## src/rtl/hamming_secded_dec.sv

```systemverilog
// Pipelined Hamming SECDED decoder: 2^P-1 Hamming positions plus an overall
// parity bit in DU[0]. Two register stages with valid/ready flow control and
// saturating corrected/uncorrectable error counters.
// Optional feature: define HAMMING_ERRLOG_EN to add ERR_LOG_VALID/ERR_LOG_SYN,
// a sticky capture of the first erroneous word's {syndrome, parity check}.
// P is meaningful for 3..6.
module hamming_secded_dec #(
  parameter int P    = 3,
  parameter int CNTW = 16
) (
  input  logic                  CLK,
  input  logic                  RESET,
  input  logic [2**P-1:0]       DU,
  input  logic                  IN_VALID,
  output logic                  IN_READY,
  output logic [2**P-1:0]       DC,
  output logic [2**P-P-2:0]     DOUT,
  output logic                  OUT_VALID,
  input  logic                  OUT_READY,
  output logic                  NOERROR,
  output logic                  CE,
  output logic                  UE,
  input  logic                  CLR_CNT,
  output logic [CNTW-1:0]       CE_CNT,
  output logic [CNTW-1:0]       UE_CNT
`ifdef HAMMING_ERRLOG_EN
  ,
  output logic                  ERR_LOG_VALID,
  output logic [P:0]            ERR_LOG_SYN
`endif
);

  localparam int N = 2**P - 1;   // highest Hamming position
  localparam int K = N - P;      // data bits

  localparam logic [CNTW-1:0] CNT_MAX = {CNTW{1'b1}};
  localparam logic [CNTW-1:0] CNT_ONE = {{(CNTW-1){1'b0}}, 1'b1};

  // Syndrome bit j is the XOR of every position whose index has bit j set.
  function automatic logic [P-1:0] f_syndrome(input logic [N:0] cw);
    logic [P-1:0] s;
    s = {P{1'b0}};
    for (int i = 1; i <= N; i++) begin
      for (int j = 0; j < P; j++) begin
        if (i[j]) begin
          s[j] = s[j] ^ cw[i];
        end else begin
          s[j] = s[j];
        end
      end
    end
    return s;
  endfunction

  // Even overall parity across the whole received word passes.
  function automatic logic f_parity_fail(input logic [N:0] cw);
    return ^cw;
  endfunction

  // Data bits live at the non-power-of-two positions, packed LSB-first.
  function automatic logic [K-1:0] f_extract(input logic [N:0] cw);
    logic [K-1:0] d;
    int           k;
    d = {K{1'b0}};
    k = 0;
    for (int i = 1; i <= N; i++) begin
      if ((i & (i - 32'sd1)) != 32'sd0) begin
        d[k] = cw[i];
        k    = k + 1;
      end else begin
        k    = k;
      end
    end
    return d;
  endfunction

  // Stage 1 registers
  logic           r_s1_valid;
  logic [N:0]     r_s1_du;
  logic [P-1:0]   r_s1_syn;
  logic           r_s1_pe;

  // Stage 2 registers (drive the outputs directly)
  logic           r_s2_valid;
  logic [N:0]     r_dc;
  logic [K-1:0]   r_dout;
  logic           r_noerr;
  logic           r_ce;
  logic           r_ue;

  logic [CNTW-1:0] r_ce_cnt;
  logic [CNTW-1:0] r_ue_cnt;

  // Handshake and correction wires
  logic           w_s2_ready;
  logic           w_s1_adv;
  logic           w_in_fire;
  logic           w_out_fire;
  logic           w_syn_nz;
  logic [N:0]     w_flip;
  logic [N:0]     w_dc;
  logic [K-1:0]   w_dout;
  logic           w_noerr;
  logic           w_ce;
  logic           w_ue;

  assign w_out_fire = r_s2_valid & OUT_READY;
  assign w_s2_ready = ~r_s2_valid | OUT_READY;
  assign w_s1_adv   = r_s1_valid & w_s2_ready;
  assign IN_READY   = ~r_s1_valid | w_s2_ready;
  assign w_in_fire  = IN_VALID & IN_READY;
  assign w_syn_nz   = (r_s1_syn != {P{1'b0}});

  // Classify the stage-1 word and build the corrected word and data field.
  always_comb begin
    w_flip  = {(N+1){1'b0}};
    w_noerr = 1'b0;
    w_ce    = 1'b0;
    w_ue    = 1'b0;
    case ({w_syn_nz, r_s1_pe})
      2'b00: begin
        w_noerr = 1'b1;
      end
      2'b11: begin
        w_ce             = 1'b1;
        w_flip[r_s1_syn] = 1'b1;
      end
      2'b01: begin
        w_ce      = 1'b1;
        w_flip[0] = 1'b1;
      end
      2'b10: begin
        w_ue = 1'b1;
      end
      default: begin
        w_ue = 1'b1;
      end
    endcase
    w_dc   = r_s1_du ^ w_flip;
    w_dout = f_extract(w_dc);
  end

  // Stage 1: capture the received word with its syndrome and parity check.
  always_ff @(posedge CLK or posedge RESET) begin
    if (RESET) begin
      r_s1_valid <= 1'b0;
      r_s1_du    <= {(N+1){1'b0}};
      r_s1_syn   <= {P{1'b0}};
      r_s1_pe    <= 1'b0;
    end else if (w_in_fire) begin
      r_s1_valid <= 1'b1;
      r_s1_du    <= DU;
      r_s1_syn   <= f_syndrome(DU);
      r_s1_pe    <= f_parity_fail(DU);
    end else if (w_s1_adv) begin
      r_s1_valid <= 1'b0;
    end else begin
      r_s1_valid <= r_s1_valid;
    end
  end

  // Stage 2: register the corrected word, data and classification flags.
  always_ff @(posedge CLK or posedge RESET) begin
    if (RESET) begin
      r_s2_valid <= 1'b0;
      r_dc       <= {(N+1){1'b0}};
      r_dout     <= {K{1'b0}};
      r_noerr    <= 1'b0;
      r_ce       <= 1'b0;
      r_ue       <= 1'b0;
    end else if (w_s1_adv) begin
      r_s2_valid <= 1'b1;
      r_dc       <= w_dc;
      r_dout     <= w_dout;
      r_noerr    <= w_noerr;
      r_ce       <= w_ce;
      r_ue       <= w_ue;
    end else if (w_out_fire) begin
      r_s2_valid <= 1'b0;
    end else begin
      r_s2_valid <= r_s2_valid;
    end
  end

  // Saturating error counters; a clear beats a same-cycle increment.
  always_ff @(posedge CLK or posedge RESET) begin
    if (RESET) begin
      r_ce_cnt <= {CNTW{1'b0}};
      r_ue_cnt <= {CNTW{1'b0}};
    end else if (CLR_CNT) begin
      r_ce_cnt <= {CNTW{1'b0}};
      r_ue_cnt <= {CNTW{1'b0}};
    end else begin
      if (w_out_fire && r_ce && (r_ce_cnt != CNT_MAX)) begin
        r_ce_cnt <= r_ce_cnt + CNT_ONE;
      end else begin
        r_ce_cnt <= r_ce_cnt;
      end
      if (w_out_fire && r_ue && (r_ue_cnt != CNT_MAX)) begin
        r_ue_cnt <= r_ue_cnt + CNT_ONE;
      end else begin
        r_ue_cnt <= r_ue_cnt;
      end
    end
  end

`ifdef HAMMING_ERRLOG_EN
  logic [P-1:0] r_s2_syn;
  logic         r_s2_pe;
  logic         r_log_valid;
  logic [P:0]   r_log_syn;

  // Carry the syndrome alongside the stage-2 word for the error log.
  always_ff @(posedge CLK or posedge RESET) begin
    if (RESET) begin
      r_s2_syn <= {P{1'b0}};
      r_s2_pe  <= 1'b0;
    end else if (w_s1_adv) begin
      r_s2_syn <= r_s1_syn;
      r_s2_pe  <= r_s1_pe;
    end else begin
      r_s2_syn <= r_s2_syn;
      r_s2_pe  <= r_s2_pe;
    end
  end

  // Sticky capture of the first delivered error since reset or clear.
  always_ff @(posedge CLK or posedge RESET) begin
    if (RESET) begin
      r_log_valid <= 1'b0;
      r_log_syn   <= {(P+1){1'b0}};
    end else if (CLR_CNT) begin
      r_log_valid <= 1'b0;
      r_log_syn   <= {(P+1){1'b0}};
    end else if (w_out_fire && (r_ce || r_ue) && !r_log_valid) begin
      r_log_valid <= 1'b1;
      r_log_syn   <= {r_s2_syn, r_s2_pe};
    end else begin
      r_log_valid <= r_log_valid;
      r_log_syn   <= r_log_syn;
    end
  end

  assign ERR_LOG_VALID = r_log_valid;
  assign ERR_LOG_SYN   = r_log_syn;
`endif

  assign OUT_VALID = r_s2_valid;
  assign DC        = r_dc;
  assign DOUT      = r_dout;
  assign NOERROR   = r_noerr;
  assign CE        = r_ce;
  assign UE        = r_ue;
  assign CE_CNT    = r_ce_cnt;
  assign UE_CNT    = r_ue_cnt;

endmodule

```

## config.mk

```make
export PLATFORM = sky130hd
export DESIGN_NAME = hamming_secded_dec
export DESIGN_NICKNAME = d
export VERILOG_FILES = /design/src/rtl/hamming_secded_dec.sv
export SDC_FILE = /design/constraint.sdc
export NUM_CORES = 1
export LEC_CHECK = 0
export ABC_CLOCK_PERIOD_IN_PS = 3200
export CORE_ASPECT_RATIO = 0.5
export CORE_UTILIZATION = 56
export CTS_CLUSTER_SIZE = 24
export DETAILED_ROUTE_END_ITERATION = 10
export GPL_TIMING_DRIVEN = 0
export HOLD_SLACK_MARGIN = 0.15
export PLACE_DENSITY = 0.86
export SYNTH_ARGS = -nofsm -noshare
export SYNTH_HDL_FRONTEND = slang
export SYNTH_SLANG_ARGS = --single-unit
```

## constraint.sdc

```tcl
create_clock -name CLK -period 3.2 [get_ports CLK]
set_input_delay 0.64 -clock CLK [delete_from_list [all_inputs] [get_ports CLK]]
set_output_delay 0.64 -clock CLK [all_outputs]
set_load 0.01 [all_outputs]
```

==> results.cfg, run 1 <==
[worst_setup_path]
cp.required_ns = 2.56
slowest_stage = clkdlybuf4s50_1
crit_chain = clkdlybuf4s50_1, nand3b_1, clkdlybuf4s50_1
r2r_cells = 6
r2r_end = UE_CNT[10]
crit_arrival_ns = 1.92
critPathMaxStageDelay_ns = 0.56
timing.rr.start = UE_CNT[0]
cp_max_fo = 6
cp_common_cell = clkdlybuf4s50_1
timing_worst_setup_path_type = input port to output pin
start_kind = input port
r2r_slack_ns = 1.13
end_kind = output pin

[routing]
dr_total_vias = 2807
vias_per_cell = 6.10
drt-pass1-iter-count = 5
postRouteAntennaNets = 0
drc = 0
drtIter0Drc = 195
wire_per_inst_um = 16.5
wl_mm = 7.58

[finish]
multi_input_area_um2 = 1510
diodes = 0
areaGrowthSynthToFinish_pct = 29.0
nNetsFinal = 401
seq_area_um2 = 1430
layout_commonest_cell = clkdlybuf4s50_1
drive_gt1_share_pct = 11.8
most-common-layout-cells = 60 x clkdlybuf4s50_1, 57 x dfrtp_1, 28 x nand2_1
postLayoutCoreUtil_pct = 77.7
fillCellCount = 377
fin_cells = 460

[synthesis]
synth_area_leader_cell = dfrtp_1
synth_cells = 314
ys_seq_elements = 57
synth-seq-area-share_pct = 46.3
synthArstFlopShare_pct = 100
syn_area_per_cell_um2 = 9.81
synth_flop_cell = dfrtp_1
synth.distinct_cells = 45
yosysTopAreaCellShare_pct = 46.3
synth_area_leaders = dfrtp_1 46%, mux2_2 4.4%, a21oi_1 4.1%
syn_area_um2 = 3080
ys_warn_count = 0
synth_enable_flop_cells = 0
synth_fp_nets = 329

[clocking]
postCtsHoldBufs = 0
clock-sinks = 57
cts_tree = yes
path_clk_slew_ns = 0.06
cts.htree.levels = 3
ctsResizeCount = 0
cts_buffers = 9
cts-root-buf = clkbuf_8
clk_latency_ns = 0.34
cts.path.max_buffers = 2
cts_setup_buffers = 0

[worst_hold_path]
min_path_cells = 2
hp-start = NOERROR
hold_class = register to register
min_to = NOERROR

[placed_design]
gp_congestion = 0.847
hpwl_mm = 5.29
portBuffers = 60
dp_cells = 445
preCtsSetupSlack_ns = 0.649

[sta]
finalSetupTns_ns = 0
max_freq_mhz = 390
finalHoldViolCount = 0
setup_ws_ns = 0.635
skew_ns = 0.00882
whs_ns = 0.484
worst_pin_slew_ns = 0.632
setup-violations-final = 0
fin_crit_sh_pct = 80.1
rsz0062_at_grt = false
maxSlewHeadroom_pct = 57.6
slew_viol_final = 0
period_minus_slack_ns = 2.56

[floorplan]
fp.dieH_um = 54.4
fp.dieW_um = 107
dieArea_um2 = 5820
core_um2 = 5110
start_util_pct = 60.2
io_pins = 62
num_rows = 18

[global_route]
grt_overflow = 0
grt_pass1_vias = 2569
grt_usage_pct = 27.7
antenna_found_initial = 0
grt_pass1_wl_mm = 11.9
grt_max_degree = 35

[pwr]
power_per_cell_area_nw_per_um2 = 490
p_leak_nw = 1.54
vdd_drop_max_uv = 370

[run]
cap_violations = 0

[run_status]
status = complete, no violations
==> cell families after synthesis <==
logic type | after synthesis | share of synthesized area [%]
xor+xnor | 19 | 5.40
mux | 13 | 4.71
fa+ha+maj | 2 | 0.813
simple gates | 126 | 24.9
buf+inv | 28 | 4.67
compound gates | 69 | 13.2
flops | 57 | 46.3
==> sequential cells by signal, indices dropped and copies added (netlist names) <==
register,flops
CE,1
UE_CNT,16
UE,1
NOERROR,1
CE_CNT,16
DC,8
r_s1_pe,1
r_s1_valid,1
r_s1_syn,3
OUT_VALID,1
r_s1_du,8
==> metal layers <==
layer / vias up / share of wire (%) / global-route usage, %
met2: 96 / 52 / 50.8
met3: 20 / 5.2 / 7.50
met1: 1389 / 41 / 31.2
met5: - / 0 / 0
met4: 0 / 2.4 / 14.2
li1: 1302 / - / -
==> power by group <==
part,switching (mW),internal (mW),leakage [nW]
Sequential,0.0592,0.799,0.746
Clock,0.290,0.350,0.0909
Combinational,0.212,0.237,0.705
Total,0.561,1.39,1.54
==> Yosys cell counts (all sizes together) (2+ instances only) <==
| cell | n |
|---|---|
| a211oi | 2 |
| a21oi | 25 |
| and2 | 2 |
| and3 | 4 |
| and4 | 5 |
| buf | 9 |
| clkbuf | 11 |
| dfrtp | 57 |
| ha | 2 |
| inv | 8 |
| mux2 | 12 |
| nand2 | 28 |
| nand2b | 4 |
| nand3 | 16 |
| nand3b | 2 |
| nand4 | 14 |
| nand4b | 3 |
| nor2 | 6 |
| nor2b | 2 |
| nor3 | 8 |
| nor4 | 4 |
| nor4bb | 2 |
| o21ai | 23 |
| o31a | 2 |
| o31ai | 12 |
| o41ai | 2 |
| or3 | 14 |
| or4 | 9 |
| xnor2 | 10 |
| xor2 | 9 |
==> through the flow <==
| step | cell area, um2 | power (mW) |
|---|---|---|
| after floorplan | 3080 | 1.11 |
| after global placement | 3770 | 1.29 |
| after detailed placement | 3790 | 1.32 |
| after CTS | 3970 | 1.96 |
| after global routing | 3970 | 2.03 |
| final | 3970 | 1.95 |
==> cell type report <==
cell class / instances / share of cell area (%)
Tap cell: 70 / 2.21
Multi-Input combinational cell: 229 / 38.0
Clock buffer: 9 / 3.12
Clock inverter: 6 / 1.51
Timing Repair Buffer: 61 / 15.6
Buffer: 20 / 2.87
Inverter: 8 / 0.756
Sequential cell: 57 / 35.9
==> worst max path at each step <==
| stage | end | slack (ns) | startpoint | cells after the start |
|---|---|---|---|---|
| 2_1_floorplan | CE | 1.16 | RESET | 1 |
| 3_3_place_gp | DC[2] | 0.17 | RESET | 2 |
| 3_5_place_dp | IN_READY | 0.65 | OUT_READY | 3 |
| 4_1_cts | IN_READY | 0.64 | OUT_READY | 3 |
| 5_1_grt | IN_READY | 0.60 | OUT_READY | 3 |
| 6_report | IN_READY | 0.64 | OUT_READY | 3 |
==> worst max-delay path: cells and delay by family <==
family / cells / cell delay (ns)
simple gates: 1 / 0.18
buf+inv: 2 / 1.11
Note: power is estimated with default switching activity, not from simulation.
==> run 2, diff against run 1 <==
Settings changed: ABC_CLOCK_PERIOD_IN_PS 3200 to 2450, CORE_UTILIZATION 56 to 52, PLACE_DENSITY 0.86 to 0.81.
Clock period 3.2 ns to 2.45 ns, I/O delays scaled along.
==> run 2 against run 1 <==
Effect of this change: die area is 7.5% higher; critical endpoint unchanged; register-to-register slack lost 0.70 ns; global-route usage shrank 2.8 points; critical path type unchanged.
==> results.cfg, run 2 (synthesis gave the netlist of run 1 again) <==
[worst_setup_path]
timing.rr.start = UE_CNT[1]
end_kind = output pin
r2r_end = UE_CNT[10]
start_kind = input port
crit_arrival_ns = 1.78
cp_max_fo = 6
timing_worst_setup_path_type = input port to output pin
r2r_slack_ns = 0.43
cp.required_ns = 1.96
r2r_cells = 6

[routing]
vias_per_cell = 5.99
wire_per_inst_um = 15.3
postRouteAntennaNets = 0
drc = 0
wl_mm = 7.12
drtIter0Drc = 149
dr_total_vias = 2781
drt-pass1-iter-count = 5

[sta]
rsz0062_at_grt = false
skew_ns = 0.00275
setup-violations-final = 0
worst_pin_slew_ns = 0.641
setup_ws_ns = 0.177
max_freq_mhz = 440
whs_ns = 0.477
period_minus_slack_ns = 2.27
slew_viol_final = 0
finalSetupTns_ns = 0
fin_crit_sh_pct = 92.8
finalHoldViolCount = 0
maxSlewHeadroom_pct = 56.9

[global_route]
antenna_found_initial = 0
grt_overflow = 0
grt_max_degree = 37
grt_pass1_wl_mm = 12.0
grt_usage_pct = 24.9
grt_pass1_vias = 2612

[clocking]
path_clk_slew_ns = 0.05
cts.path.max_buffers = 2
cts_buffers = 9
postCtsHoldBufs = 0
cts-root-buf = clkbuf_16
clk_latency_ns = 0.32
cts_setup_buffers = 0
cts_tree = yes
ctsResizeCount = 0
cts.htree.levels = 3
clock-sinks = 57

[finish]
nNetsFinal = 401
drive_gt1_share_pct = 11.3
fin_cells = 464
fillCellCount = 424
most-common-layout-cells = 60 x clkdlybuf4s50_1, 57 x dfrtp_1, 28 x nand2_1
areaGrowthSynthToFinish_pct = 32.5
layout_commonest_cell = clkdlybuf4s50_1
diodes = 0

[placed_design]
gp_congestion = 0.832
portBuffers = 60
hpwl_mm = 5.08
preCtsSetupSlack_ns = 0.0858
dp_cells = 448

[floorplan]
dieArea_um2 = 6250
fp.dieH_um = 56.4
num_rows = 19
io_pins = 62
fp.dieW_um = 111
start_util_pct = 55.1
core_um2 = 5590

[worst_hold_path]
min_to = DC[1]
hold_class = register to register
hp-start = DC[1]
min_path_cells = 2

[run_status]
status = complete, no violations

[run]
cap_violations = 0

[pwr]
power_per_cell_area_nw_per_um2 = 712
vdd_drop_max_uv = 561
p_leak_nw = 1.59
[run 2: changes by cell type in the layout (fill, tap and decap cells not counted)]
cell,delta
clkinvlp_4,-2
clkbuf_1,+3
clkbuf_8,-8
clkinv_2,-1
clkbuf_16,+9
[run 2: metrics by stage]
step                power, mW  util [%]  instance area, um2
global route             3.04      73.1                4080
CTS                      2.94      73.1                4080
global placement         1.68      67.5                3770
floorplan                1.45         -                3080
detailed placement       1.71      67.9                3790
finish                   2.91      73.1                4080
[run 2: worst max-delay path, stage by stage]
cell and delay, ns:
clkdlybuf4s50_1 0.55, nand3b_1 0.18, clkdlybuf4s50_1 0.56
[run 2: report_power, final]
group	switching (mW)	internal [mW]	leakage, nW
combinational	0.263	0.309	0.705
clock	0.405	0.810	0.144
sequential	0.0749	1.05	0.746
[run 2: area by class of cell]
class	instances	area, um2	area share, %
multi-input combinational	229	1510	37.0
sequential	57	1430	34.9
timing repair buffer	61	621	15.2
clock buffer	13	250	6.13
buffer	20	114	2.79
tap	73	91.3	2.24
clock inverter	3	40.0	0.981
inverter	8	30.0	0.736
[run 2: worst max path at each step]
stage / startpoint / endpoint / slack [ns] / cells past startpoint
global route: OUT_READY / IN_READY / 0.10 / 3
detailed placement: OUT_READY / UE_CNT[13] / 0.09 / 6
global placement: RESET / r_s1_du[3] / -0.45 / 2
finish: OUT_READY / IN_READY / 0.18 / 3
CTS: OUT_READY / IN_READY / 0.17 / 3
floorplan: RESET / CE / 0.56 / 1
[run 2: layer usage]
layer | wire length (um) | global-route usage (%) | up-vias
met5 | 0 | 0 | -
met1 | 2960 | 29.1 | 1349
met3 | 452 | 8.21 | 14
met4 | 65 | 8.76 | 0
met2 | 3640 | 43.5 | 104
li1 | - | - | 1314
==> run 3, diff against run 2 <==
Settings changed: CORE_MARGIN set to 2, CTS_CLUSTER_DIAMETER set to 80, RECOVER_POWER set to 100.
==> run 3 against run 2 <==
Effect of this change: fmax increased by 0.10%; total power decreased by 5.1%; sequential share of layout area increased by 0.57 points; final cell count decreased by 0.43%; die area increased by 5.4%; sequential power about the same; worst setup slack improved by 0.0024 ns; worst hold slack improved by 0.0029 ns; count of clock-buffer cells in the layout increased by 1; flip-flop and latch count unchanged; first-iteration DRC count decreased by 3.4%.
==> results.cfg, run 3 (synthesis gave the netlist of run 1 again) <==
[sta]
setup_ws_ns = 0.180
rsz0062_at_grt = false
finalSetupTns_ns = 0
fin_crit_sh_pct = 92.7
skew_ns = 0.00424
finalHoldViolCount = 0
period_minus_slack_ns = 2.27
whs_ns = 0.480
max_freq_mhz = 440
worst_pin_slew_ns = 1.17
slew_viol_final = 0
maxSlewHeadroom_pct = 21.7
setup-violations-final = 0

[global_route]
grt_pass1_vias = 2602
grt_pass1_wl_mm = 12.3
grt_max_degree = 31
antenna_found_initial = 0
grt_usage_pct = 24.3
grt_overflow = 0

[placed_design]
dp_cells = 448
portBuffers = 60
gp_congestion = 0.892
preCtsSetupSlack_ns = 0.0500
place_area_um2 = 3790
hpwl_mm = 5.24

[clocking]
cts.path.max_buffers = 2
postCtsHoldBufs = 0
cts_buffers = 9
cts-root-buf = clkbuf_16
path_clk_slew_ns = 0.04
ctsResizeCount = 0
clk_latency_ns = 0.33
clock-sinks = 57
cts_setup_buffers = 0
cts_tree = yes
cts.htree.levels = 3

[worst_setup_path]
start_kind = input port
critPathMaxStageDelay_ns = 0.56
crit_chain = clkdlybuf4s50_1, nand3b_1, clkdlybuf4s50_1
timing_worst_setup_path_type = input port to output pin
end_kind = output pin
slowest_stage = clkdlybuf4s50_1
cp_max_fo = 6
cp_common_cell = clkdlybuf4s50_1
cp.required_ns = 1.96
crit_arrival_ns = 1.78

[finish]
fin_cells = 462
nNetsFinal = 401
diodes = 0
design_area_um2 = 4020
drive_gt1_share_pct = 9.51
layout_commonest_cell = dfrtp_1
postLayoutCoreUtil_pct = 71.9
areaGrowthSynthToFinish_pct = 30.4
most-common-layout-cells = 57 x dfrtp_1, 49 x dlygate4sd3_1, 28 x nand2_1

[floorplan]
start_util_pct = 55.1
fp.dieW_um = 113
io_pins = 62
fp.dieH_um = 58.4
core_um2 = 5590
dieArea_um2 = 6590
num_rows = 19

[pwr]
p_leak_nw = 1.67
power_per_cell_area_nw_per_um2 = 687
vdd_drop_max_uv = 616
power_mw = 2.76

[run]
cap_violations = 0

[routing]
wl_mm = 7.28
drt-pass1-iter-count = 5
postRouteAntennaNets = 0
drc = 0
wire_per_inst_um = 15.8
drtIter0Drc = 144
dr_total_vias = 2724
vias_per_cell = 5.90

[worst_hold_path]
hold_class = register to register

[run_status]
status = complete, no violations
[run 3: final cells by class]
cell class | instances | area, um2
plain buffers | 20 | 96.3
clock buffers | 14 | 264
fillers | 430 | 1570
inverters | 8 | 30.0
multi-input cells | 229 | 1490
flip-flops and latches | 57 | 1430
well taps | 73 | 91.3
repair buffers | 61 | 621
[run 3: path summary, 6_finish.rpt]
path / start / end / slack (ns) / cells after the start
worst max-delay path: OUT_READY / IN_READY / 0.18 / 3
worst min-delay path: DC[0] / DC[0] / 0.48 / 2
worst max register to register: CE_CNT[0] / CE_CNT[1] / 0.37 / 6
worst min register to register: DC[0] / DC[0] / 0.48 / 2
max in group asynchronous: RESET / UE_CNT[12] / 0.81 / 3
min in group asynchronous: RESET / CE / 0.92 / 2
[run 3: per-layer routing]
layer / track usage, % / vias up / wire, um
li1: - / 1304 / -
met1: 28.7 / 1315 / 2970
met2: 41.5 / 88 / 3650
met3: 8.96 / 17 / 492
met4: 9.58 / 0 / 161
met5: 0 / - / 0
[run 3: where the power goes]
group	switching (mW)	internal (mW)	total (mW)
Clock	0.384	0.725	1.11
Sequential	0.0701	1.05	1.12
Combinational	0.262	0.273	0.535
Total	0.717	2.04	2.76
[run 3: worst max-delay path: cells and delay by family]
kind                   cells  cell delay, ns
AND/OR/NAND/NOR            1            0.19
buffers and inverters      2            1.10
==> edit 1, RTL diff (flow settings as in run 2) <==
Set the parameter `CNTW` to 32 (it was 16).
--- a/src/rtl/hamming_secded_dec.sv
+++ b/src/rtl/hamming_secded_dec.sv
@@ -6,7 +6,7 @@
 // P is meaningful for 3..6.
 module hamming_secded_dec #(
   parameter int P    = 3,
-  parameter int CNTW = 16
+  parameter int CNTW = 32
 ) (
   input  logic                  CLK,
   input  logic                  RESET,
Ports: changed (resized CE_CNT and UE_CNT); port bits go from 62 to 94. No check against the original RTL was run, so the function may have changed too.
==> edit 1 against run 2 <==
- synthesized area grew 55%
- first-iteration DRC count grew to 2.7 times the old value
- register-to-register slack worse by 0.40 ns
- count of clock-buffer cells in the layout is 2 lower
- power is 30% higher
- cell area grew 54%
- final cell count grew 57%
- worst setup slack lost 0.14 ns
- critical path type is now reg2reg
- sequential cell count rose by 32
- sequential power increased by 48%
- largest power group is now sequential cells
- non-clock buffer count rose by 38
- wire length grew 65%
==> edit 1: results (changes against run 2) <==
Delay of the slowest cell on the worst path: 0.58 ns (+0.02 ns)
Syn Nets: 516 (+57%)
CP max stage cell: or4_1
DP HPWL: 8230 µm (+62%)
Register area share after synthesis: 0.467 (+0.00335)
H-Tree Depth: 3 (unchanged)
Worst vdd ir: 0.460 mV (-18%)
Reg-to-reg slack, setup: 0.03 ns (-0.40 ns)
Top delay family on crit path: simple AND/OR/NAND/NOR gates
Top cells by count, synth: dfrtp_1 (89), nor2_1 (39), a21oi_1 (38)
P_leak: 0.00232 µW (+45%)
Fin nets: 621 (+55%)
Post-synthesis cell type count: 51 (+13%)
Top post-synthesis cells by area: dfrtp_1 (47%), xnor2_1 (4.2%), mux2_2 (4.0%)
Clock buffer depth: 2 (unchanged)
Total Routing Usage GR: 0.259 (+0.0102)
Skew-Pair Late Insertion Delay: 0.35 ns (+0.03 ns)
DP Worst Slack: -0.524 ns (-0.610 ns)
Share of post-route cells with drive strength above 1: 0.110 (-0.00288)
Vias: 4330 (+56%)
Outcome: finished, final reports clean
Net load switching power: 968 µW (+30%)
Initial DRC Count: 397 (+170%)
Actual slew at the worst max-slew pin: 0.882 ns (+0.240 ns)
Routed wire length: 11700 µm (+65%)
Skew final: 0.00816 ns (+0.00542 ns)
Vias in the first global route: 3972 (+52%)
Placer Congestion: 0.892 (+7.3%)
First-pass GRT wire length: 19300 µm (+61%)
Largest net degree at the start of global routing: 40 (+8.1%)
Fmax: 414 MHz (-6.0%)
Antenna cell count: 0 (unchanged)
Critical path fanouts, max: 10 (+4)
Port Buf Inserts: 92 (+53%)
Die area: 9590 µm² (+53%)
Via-to-Cell Ratio: 5.95 (-0.76%)
Async set-reset flop share out of synthesis: 1.00 (unchanged)
CP arrival: 2.63 ns (+0.85 ns)
Worst Reg-to-Reg Cells: 7 (+1)
Total CTS buffers: 9 (unchanged)
[edit 1: kinds of logic after synthesis]
kind of cell    share of synthesized area
compound gates                      0.126
mux                                0.0422
xor+xnor                           0.0642
simple gates                        0.262
buf+inv                            0.0333
flops                               0.467
fa+ha+maj                         0.00524
[edit 1: repair_timing]
action,4_1_cts,5_1_grt
resized for setup,6,12
endpoints found under the setup margin,33,33
endpoints found under the hold margin,0,0
pin swaps,0,1
[edit 1: power groups by stage]
| stage | Sequential (µW) | Clock, µW | Combinational (µW) |
|---|---|---|---|
| after detailed placement | 1680 | 0 | 621 |
| after CTS | 1660 | 1520 | 622 |
| after floorplan | 1690 | 0 | 318 |
| final | 1660 | 1500 | 616 |
| after global placement | 1680 | 0 | 594 |
| after global routing | 1670 | 1580 | 680 |
[edit 1: final timing paths]
check	to	startpoint
max in group asynchronous	CE_CNT[0]	RESET
setup reg to reg	UE_CNT[30]	UE_CNT[0]
hold / removal	DC[4]	DC[4]
hold reg to reg	DC[4]	DC[4]
min in group asynchronous	NOERROR	RESET
setup / recovery	UE_CNT[30]	UE_CNT[0]
[edit 1: metal layers]
metal / wire length, µm / global-route usage / part of all wire
met1: 5240 / 0.348 / 0.45
met2: 5710 / 0.415 / 0.49
met3: 634 / 0.0621 / 0.054
met4: 146 / 0.0794 / 0.012
met5: 0 / 0 / 0
[edit 1: final cells by class]
cell class	count	area (µm²)
inverters	11	45.0
plain buffers	25	128
multi-input cells	376	2440
well taps	117	146
flip-flops and latches	89	2230
repair buffers	94	960
clock inverters	5	78.8
fillers	704	2530
clock buffers	11	243
[edit 1: per-stage QoR]
step	hold slack, ns	cell area [µm²]	cells
after floorplan	0.479	4780	501
after global placement	0.471	5840	710
after detailed placement	0.470	5880	712
after CTS	0.485	6220	728
after global routing	0.527	6270	728
final	0.481	6270	728
==> edit 2, RTL diff (settings of run 2) <==
Without the edit above. Register the output `UE_CNT` once more, with the module's reset; this adds one clock of latency there. The other outputs are not delayed to match.
--- a/src/rtl/hamming_secded_dec.sv
+++ b/src/rtl/hamming_secded_dec.sv
@@ -252,7 +252,13 @@
   assign CE        = r_ce;
   assign UE        = r_ue;
   assign CE_CNT    = r_ce_cnt;
-  assign UE_CNT    = r_ue_cnt;
+  always_ff @(posedge CLK or posedge RESET) begin
+    if (RESET) begin
+      UE_CNT <= '0;
+    end else begin
+      UE_CNT <= r_ue_cnt;
+    end
+  end
 
 endmodule
 
Behaviour: not the same (a bounded check fails within 4 cycles, from zero or initial values and one cycle with RESET high).
==> edit 2 against run 2 <==
- clock skew grew 0.0036 ns
- wire length grew 5.5%
- worst setup slack improved by 0.016 ns
- utilization fell by 1.6 points
- hold slack lost 0.062 ns
- highest routed layer unchanged
- non-clock buffer count is 1 lower
- power rose by 12%
- synthesized area increased by 11%
- cell area up 8.6%
- sequential cell count up 16
- critical path type unchanged
==> edit 2: results (changes against run 2) <==
Synth Area in Compound Gates: 0.112 (-0.0200)
Register area share after synthesis: 0.533 (+0.0694)
Post-Synth Adder-Cell Area: 0.00730 (-0.000830)
P_leak: 0.00177 µW (+11%)
Synth Area in XOR/XNOR: 0.0485 (-0.00552)
Top post-synthesis cells by area: dfrtp_1 (53%), mux2_2 (4.6%), o31ai_1 (3.9%)
Syn Nets: 335 (+1.8%)
End point of the worst hold path: UE_CNT[15]
Routed wire length: 7510 µm (+5.5%)
First-pass GRT wire length: 12200 µm (+1.1%)
Router iterations before antenna repair: 6 (+1)
Net load switching power: 823 µW (+11%)
DP Worst Slack: -0.0589 ns (-0.145 ns)
Number of fill cells: 473 (+12%)
Worst vdd ir: 0.516 mV (-8.0%)
Crit Reg-Reg Startpoint: r_ue_cnt[6]
Actual slew at the worst max-slew pin: 0.869 ns (+0.228 ns)
Top cells by count, synth: dfrtp_1 (73), nand2_1 (28), a21oi_1 (26)
Outcome: finished, final reports clean
Initial DRC Count: 240 (+61%)
DP HPWL: 5170 µm (+1.7%)
Final worst path period share: 0.921 (-0.00640)
Largest net degree at the start of global routing: 74 (+100%)
RR Endpoint: r_ue_cnt[2]
Placer Congestion: 0.834 (+0.25%)
Vias in the first global route: 2627 (+0.57%)
Hold Startpoint: r_ue_cnt[15]
-- edit 2: cell type report --
cell class / count / area, µm² / area share
flip-flops and latches: 73 / 1830 / 0.412
multi-input cells: 223 / 1470 / 0.332
repair buffers: 60 / 601 / 0.135
clock buffers: 13 / 250 / 0.0564
plain buffers: 20 / 115 / 0.0260
well taps: 88 / 110 / 0.0248
clock inverters: 3 / 40.0 / 0.00903
inverters: 4 / 17.5 / 0.00395
-- edit 2: how the worst max path moves through the flow --
stage	from	end	depth (start not counted)
final	OUT_READY	IN_READY	3
after global routing	OUT_READY	CE_CNT[9]	6
after CTS	OUT_READY	IN_READY	3
after detailed placement	OUT_READY	CE_CNT[9]	6
after global placement	RESET	r_ue_cnt[9]	2
after floorplan	RESET	CE	1
-- edit 2: cell families (layout without fill, tap and decap cells) --
family / after synthesis / count (layout)
AO/OA/AOI/OAI: 65 / 65
XOR/XNOR: 19 / 19
adder cells (fa/ha/maj): 2 / 2
buffers and inverters: 24 / 100
flip-flops: 73 / 73
multiplexers: 16 / 16
AND/OR/NAND/NOR: 121 / 121
-- edit 2: routing by layer --
layer | track usage | share of wire | vias up
met1 | 0.269 | 0.41 | 1356
met4 | 0.0705 | 0.016 | 0
met2 | 0.424 | 0.51 | 95
met3 | 0.0961 | 0.060 | 11
met5 | 0 | 0 | -
li1 | - | - | 1329
-- edit 2: per-stage QoR --
stage               utilization  total power (µW)  area [µm²]  std cells  hold WS (ns)
floorplan                     -              1720        3430        320         0.368
global placement          0.667              1960        4140        468         0.390
detailed placement        0.668              1990        4140        468         0.406
CTS                       0.714              3270        4430        484         0.417
global route              0.714              3380        4430        484         0.427
finish                    0.714              3250        4430        484         0.415
-- edit 2: power by group through the flow --
stage,Combinational [µW],Clock [µW],Sequential (µW)
2_1_floorplan,298,0,1420
3_3_place_gp,559,0,1410
3_5_place_dp,579,0,1410
4_1_cts,582,1300,1390
5_1_grt,629,1350,1400
6_report,575,1290,1390
